$ cat config.mk
export PLATFORM = sky130hd
export DESIGN_NAME = regfile_dump
export DESIGN_NICKNAME = d
export VERILOG_FILES = /design/src/rtl/regfile_dump.sv
export SDC_FILE = /design/constraint.sdc
export NUM_CORES = 1
export LEC_CHECK = 0
export ABC_CLOCK_PERIOD_IN_PS = 6300
export CORE_MARGIN = 4
export CORE_UTILIZATION = 55
export CTS_CLUSTER_DIAMETER = 200
export CTS_CLUSTER_SIZE = 28
export DETAILED_ROUTE_END_ITERATION = 8
export PLACE_DENSITY = 0.9
export SLEW_MARGIN = 0
export SYNTH_ARGS = -nofsm -noshare
export SYNTH_HDL_FRONTEND = slang
export SYNTH_SLANG_ARGS = --single-unit
$ cat constraint.sdc
create_clock -name clock -period 6.3 [get_ports clock]
set_input_delay 0.63 -clock clock [delete_from_list [all_inputs] [get_ports clock]]
set_output_delay 0.63 -clock clock [all_outputs]
set_load 0.005 [all_outputs]
$ cat src/rtl/regfile_dump.sv
// Streams a contiguous (wrapping) range of register-file entries out over a
// valid/ready port, one word per READ+SEND pair, and reports their sum.
module regfile_dump #(
    parameter int DATA_W = 32,
    parameter int ADDR_W = 5
) (
    input  logic              clock,
    input  logic              reset,
    input  logic              start,
    input  logic              abort,
    input  logic [ADDR_W-1:0] first_reg,
    input  logic [ADDR_W-1:0] last_reg,
    output logic [ADDR_W-1:0] rd_add,
    input  logic [DATA_W-1:0] rd_data,
    output logic              out_valid,
    input  logic              out_ready,
    output logic [DATA_W-1:0] out_data,
    output logic [ADDR_W-1:0] out_index,
    output logic              busy,
    output logic              done,
    output logic [DATA_W-1:0] checksum
);

    typedef enum logic [1:0] {IDLE, READ, SEND, DONE} state_t;

    state_t            state, state_nxt;
    logic [ADDR_W-1:0] cur;
    logic [ADDR_W-1:0] last_q;
    logic [ADDR_W-1:0] rd_hold;
    logic [DATA_W-1:0] acc;
    logic              handshake;

    always_comb begin
        state_nxt = state;
        handshake = 1'b0;
        unique case (state)
            IDLE: if (start && !abort) state_nxt = READ;
            READ: state_nxt = abort ? IDLE : SEND;
            SEND: begin
                if (abort) begin
                    state_nxt = IDLE;
                end else if (out_ready) begin
                    handshake = 1'b1;
                    state_nxt = (cur == last_q) ? DONE : READ;
                end
            end
            DONE: state_nxt = IDLE;
        endcase
    end

    // An abort during DONE suppresses both the pulse and the checksum load.
    assign busy      = (state != IDLE);
    assign out_valid = (state == SEND);
    assign done      = (state == DONE) && !abort;
    assign rd_add    = (state == READ) ? cur : rd_hold;

    always_ff @(posedge clock) begin
        if (reset) begin
            state     <= IDLE;
            cur       <= '0;
            last_q    <= '0;
            rd_hold   <= '0;
            acc       <= '0;
            out_data  <= '0;
            out_index <= '0;
            checksum  <= '0;
        end else begin
            state <= state_nxt;
            unique case (state)
                IDLE: begin
                    if (start && !abort) begin
                        cur    <= first_reg;
                        last_q <= last_reg;
                        acc    <= '0;
                    end
                end
                READ: begin
                    rd_hold <= cur;
                    if (!abort) begin
                        out_data  <= rd_data;
                        out_index <= cur;
                    end
                end
                SEND: begin
                    if (handshake) begin
                        acc <= acc + out_data;
                        if (cur != last_q) cur <= cur + 1'b1;
                    end
                end
                DONE: begin
                    if (!abort) checksum <= acc;
                end
            endcase
        end
    end

endmodule
# Word level (Yosys, flattened, before mapping)
# Index checks and enable logic that the tools add are counted.
[totals]
regBits = 118
word_cells = 49
out_inout_bits = 77
input_bits = 47
[classes]
n_reduce_logical = 12
muxes = 17
bitwise = 1
addsub = 2
n_eq_ne = 9
[op_table]
columns = ["cell", "count"]
rows = [
  ["2-to-1 mux 32 bit", 2],
  ["one-hot mux 32 bit (2 select lines)", 1],
  ["adder 32 bit", 1],
  ["2-to-1 mux 5 bit", 4],
  ["2-to-1 mux 2 bit", 5],
  ["one-hot mux 5 bit (2 select lines)", 1],
  ["one-hot mux 2 bit (4 select lines)", 1],
  ["AND reduction 2 bit", 4],
  ["adder 5 x 1 -> 5 bit, second input constant", 1],
  ["equality test 5 bit", 1],
  ["!= test 5 bit", 1],
  ["equality test 2 bit, second input constant", 2],
  ["!= test 2 x 1 -> 1 bit, second input constant", 2],
  ["AND reduction 4 bit", 1],
  ["nonzero test 2 bit", 2],
  ["2-to-1 mux 1 bit", 3],
  ["!= test 3 x 2 -> 1 bit, second input constant", 1],
  ["AND reduction 3 bit", 1],
  ["equality test 2 x 1 -> 1 bit, second input constant", 1],
  ["logical AND 1 bit", 2],
  ["zero test 2 bit", 1],
  ["!= test 2 bit, second input constant", 1],
  ["zero test 1 bit", 1],
  ["NOT 1 bit", 1],
]

# Logic depth before layout (Yosys ltp)
[logic_depth]
depth_word = 5
depth_mapped = 12
mapped_depth_nobuf = 12

# Least setup slack after synthesis
# No wires, ideal clock.
[synth_path]
kind = "register to register"
start = "register out_data[0]"
end = "register acc[30]"
period_less_slack_ns = 2.530
arrival_ns = 2.468
path_slack_ns = 3.770
path_buffers = 0
stages_incl_launch_ff = 13
t_required_ns = 6.238
setup_time_ns = 0.062
cell_sequence = "dfxtp_1 -> ha_1 -> inv_1 -> fa_1 -> nor2b_4 -> o21a_2 -> o21ai_1 -> a211oi_2 -> nor2_2 -> o211ai_2 -> a41oi_2 -> or4_1 -> nand3_1"
[synth_between]
elab_chain_len = 3
[synth_rtl]
columns = ["item", "line_no", "rtl"]
rows = [
  ["from (decl)", "17", "output logic [DATA_W-1:0] out_data,"],
  ["from (signal assigned)", "80", "out_data <= rd_data;"],
  ["adder 32 bit", "86", "acc <= acc + out_data;"],
  ["2-to-1 mux 32 bit", "85", "if (handshake) begin"],
  ["one-hot mux 32 bit (2 select lines)", "69", "unique case (state)"],
  ["to (signal assigned)", "86", ""],
  ["to (decl)", "30", "logic [DATA_W-1:0] acc;"],
]
# No other way between the ends. The select of a mux whose other input is x is not followed.
# A chain may end at the register's enable or synchronous reset.

# Worst setup path after layout
[layout_path]
start = "input port abort"
end = "output port done"
[layout_between]
elab_chain_len = 2
[layout_rtl]
columns = ["item", "line_no", "rtl"]
rows = [
  ["from (decl)", "10", "input logic abort,"],
  ["zero test 1 bit", "--", ""],
  ["logical AND 1 bit", "54", "assign done = (state == DONE) && !abort;"],
  ["to (decl)", "20", "output logic done,"],
]
# No other way between the ends.

==> metrics.md <==
| Metric | Value |
|---|---|
| IO Pins | `124` |
| Post-CTS setup buffer count | `0` |
| Total track usage | `26.4%` |
| Core ar. | `10400 sq um` |
| FP Rows | `37` |
| First-pass GRT wire length | `27.2 mm` |
| Final slew viol count | `0` |
| Number of buffers created by CTS | `17` |
| Worst Path Required | `5.67 ns` |
| Initial antenna violation count | `0` |
| EDFF count, synth | `0` |
| Hold Fails Final Rpt | `0` |
| Syn Std Cell Area | `5910 sq um` |
| CTS tree | `done` |
| Depth of the most critical reg-to-reg path | `12` |
| RSZ-0062 raised after global routing | `no` |
| DP Worst Slack | `2.28 ns` |
| Layout cells sized above 1 | `8.49%` |
| Post-CTS resize count | `0` |
| Worst slew pin tran | `1.15 ns` |
| Die area | `12500 sq um` |
| Setup Skew | `0.0106 ns` |
| Filler cell count | `746` |
| R2R Path End | `acc[30]$_SDFFE_PP0P_` |
| Layout Nets | `927` |
| Input/output buffers | `123` |
| Routed WL | `16.8 mm` |
| Hold Path Sink | `checksum[20]$_SDFFE_PP0P_` |
| Final core occ | `74.5%` |
| Max IR drop VDD | `0.186 mV` |
| DP HPWL | `10.8 mm` |
| # hold bufs at CTS | `0` |
| Power consumption | `1.85 mW` |
| Area growth syn-to-layout | `31.3%` |
| WHS Path Cells | `2` |
| Fin Setup TNS | `0 ns` |
| Post-Syn Nets | `821` |
| Synth Instances | `741` |
| Flops & latches, synth | `118` |
| Most frequent cells in the layout | `183 x nand2_1, 122 x clkdlybuf4s50_1, 118 x dfxtp_1` |
| Final worst-path cycle share | `64.8%` |
| Final Cell Area | `7760 sq um` |
| Crit path time final | `4.08 ns` |
| GPL Wtd Cong | `0.951` |
| Routed vias/inst | `5.93` |
| Total grt overflow | `0` |
| Commonest non-fill, non-tap cell in the layout | `nand2_1` |
| Hold path start | `checksum[20]$_SDFFE_PP0P_` |
| Netlist cell types | `65` |
| Initial Util | `56.7%` |
| Largest net degree at the start of global routing | `106` |
| Vias in the first global route | `5658` |
| CTS max path bufs | `2` |
| DR vias | `5902` |
| Pwr Density | `238 nW/um^2` |
| Antenna Cells | `0` |
| Clock sink count | `118` |
| Clock slew at reported path FFs | `0.06 ns` |
| Placed inst area | `7160 sq um` |
| Final WS setup | `2.22 ns` |
| Critical path type | `input pin to primary output` |
| Ys flop type | `dfxtp_1` |
| Achievable Freq | `245 MHz` |
| Clock Tree Root | `clkbuf_8` |
| Sequential-to-total area share from yosys stat | `40.0%` |
| Worst EP arrival | `3.45 ns` |
| Outcome | `complete, no violations` |
| Avg WL per Cell | `16.9 microns` |
| Endpoint kind of the worst setup timing path | `primary output` |
| Die X-Extent | `112 microns` |
| R2r setup slk | `3.32 ns` |
| Hold WC Path Type | `flop to flop` |
| Async set or reset register ratio after synthesis | `0%` |
| Finish-stage setup viols | `0` |
| Die Y-Extent | `112 microns` |
| Iter 0 DRT Violations | `504` |
| Worst skew pair latency | `0.52 ns` |
| CTS H-tree depth | `4` |
| Residual DRC | `0` |
| Largest fanout on the critical path | `33` |
| Setup crit start kind | `input pin` |
| First drt pass iteration count | `6` |
| Worst relative slew slack | `23.4%` |
| Routed Antenna Nets | `0` |
| YS warnings | `0` |
| Max capacitance violation total | `0` |
| Worst r2r src | `acc[0]$_SDFFE_PP0P_` |
| Synth Area per Inst | `7.97 sq um` |
| Cell leakage power | `3.04 nW` |
## critical path: stages
cell and delay [ns]:
clkdlybuf4s50_1 0.55, or2_2 0.63, inv_1 0.95, clkdlybuf4s50_1 0.68
## registers in the layout, indices dropped and copies added (netlist names)
signal and cells:
rd_hold 5, cur 5, acc 32, last_q 5
out_data 32, state 2, checksum 32, out_index 5
## through the flow
step	hold WS, ns	std cells
after floorplan	0.439	741
after global placement	0.445	964
after detailed placement	0.447	964
after CTS	0.455	996
after global routing	0.472	996
final	0.455	996
## how the worst max path moves through the flow
stage / start / endpoint / slack [ns] / depth (start not counted)
3_5_place_dp: abort / done / 2.28 / 4
4_1_cts: abort / done / 2.24 / 4
2_1_floorplan: out_data[0]$_SDFFE_PP0P_ / acc[30]$_SDFFE_PP0P_ / 3.77 / 12
5_1_grt: abort / done / 2.06 / 4
3_3_place_gp: abort / done / 2.37 / 4
6_report: abort / done / 2.22 / 4
## kinds of logic (layout without fill, tap and decap cells)
| logic type | after synthesis | in the layout | synth area share (%) |
|---|---|---|---|
| muxes | 10 | 10 | 1.78 |
| xor gates and xnor gates | 19 | 19 | 2.82 |
| buffers and inverters | 57 | 176 | 3.98 |
| AOI/OAI and AO/OA | 207 | 207 | 22.3 |
| adders and majority gates | 33 | 33 | 7.12 |
| and+or+nand+nor | 297 | 297 | 22.0 |
| DFF | 118 | 118 | 40.0 |
## layout make-up
| cell class | instances | area, sq um | area share (%) |
|---|---|---|---|
| tap | 136 | 170 | 2.19 |
| inverter | 19 | 71.3 | 0.919 |
| multi-input combinational | 566 | 3320 | 42.7 |
| sequential | 118 | 2360 | 30.5 |
| timing repair buffer | 125 | 1240 | 16.0 |
| clock inverter | 15 | 180 | 2.32 |
| clock buffer | 17 | 414 | 5.34 |
## routing by layer
metal | GRT usage [%] | wire (microns) | vias to the layer above
li1 | - | - | 2790
met1 | 32.2 | 6890 | 2771
met2 | 45.0 | 8250 | 283
met3 | 5.11 | 1120 | 58
met4 | 11.8 | 578 | 0
met5 | 0 | 0 | -
## cell usage after synthesis, types with 3 or more instances
library cell	n	area [sq um]
ha_1	32	400
nand4_1	6	37.5
mux2_2	4	45.0
xor2_1	11	96.3
o211ai_1	4	30.0
a21oi_1	98	490
o21a_1	5	37.5
clkbuf_2	3	15.0
nor2_1	49	184
dfxtp_1	118	2360
inv_1	19	71.3
a31oi_1	4	25.0
clkbuf_1	30	113
or3_1	7	43.8
and2_2	3	22.5
nand3_1	11	55.1
buf_1	3	11.3
a21o_2	4	35.0
a311oi_1	4	35.0
mux2i_1	6	60.1
a41oi_1	3	26.3
a32o_1	3	30.0
o31ai_1	7	52.6
xnor2_1	8	70.1
a21o_1	16	120
or2_2	3	18.8
nand2_1	183	687
nor2b_1	9	56.3
o21ai_0	20	100
nand2b_1	9	56.3
a22oi_1	14	105
a21oi_2	3	26.3
## report_power, final
| part | internal [mW] | switching (mW) | total (mW) | leakage, nW |
|---|---|---|---|---|
| clock network | 0.604 | 0.376 | 0.979 | 0.273 |
| registers | 0.755 | 0.00934 | 0.765 | 0.953 |
| logic | 0.0525 | 0.0506 | 0.103 | 1.82 |
| total | 1.41 | 0.436 | 1.85 | 3.04 |
Note: power is estimated with default switching activity, not from simulation.
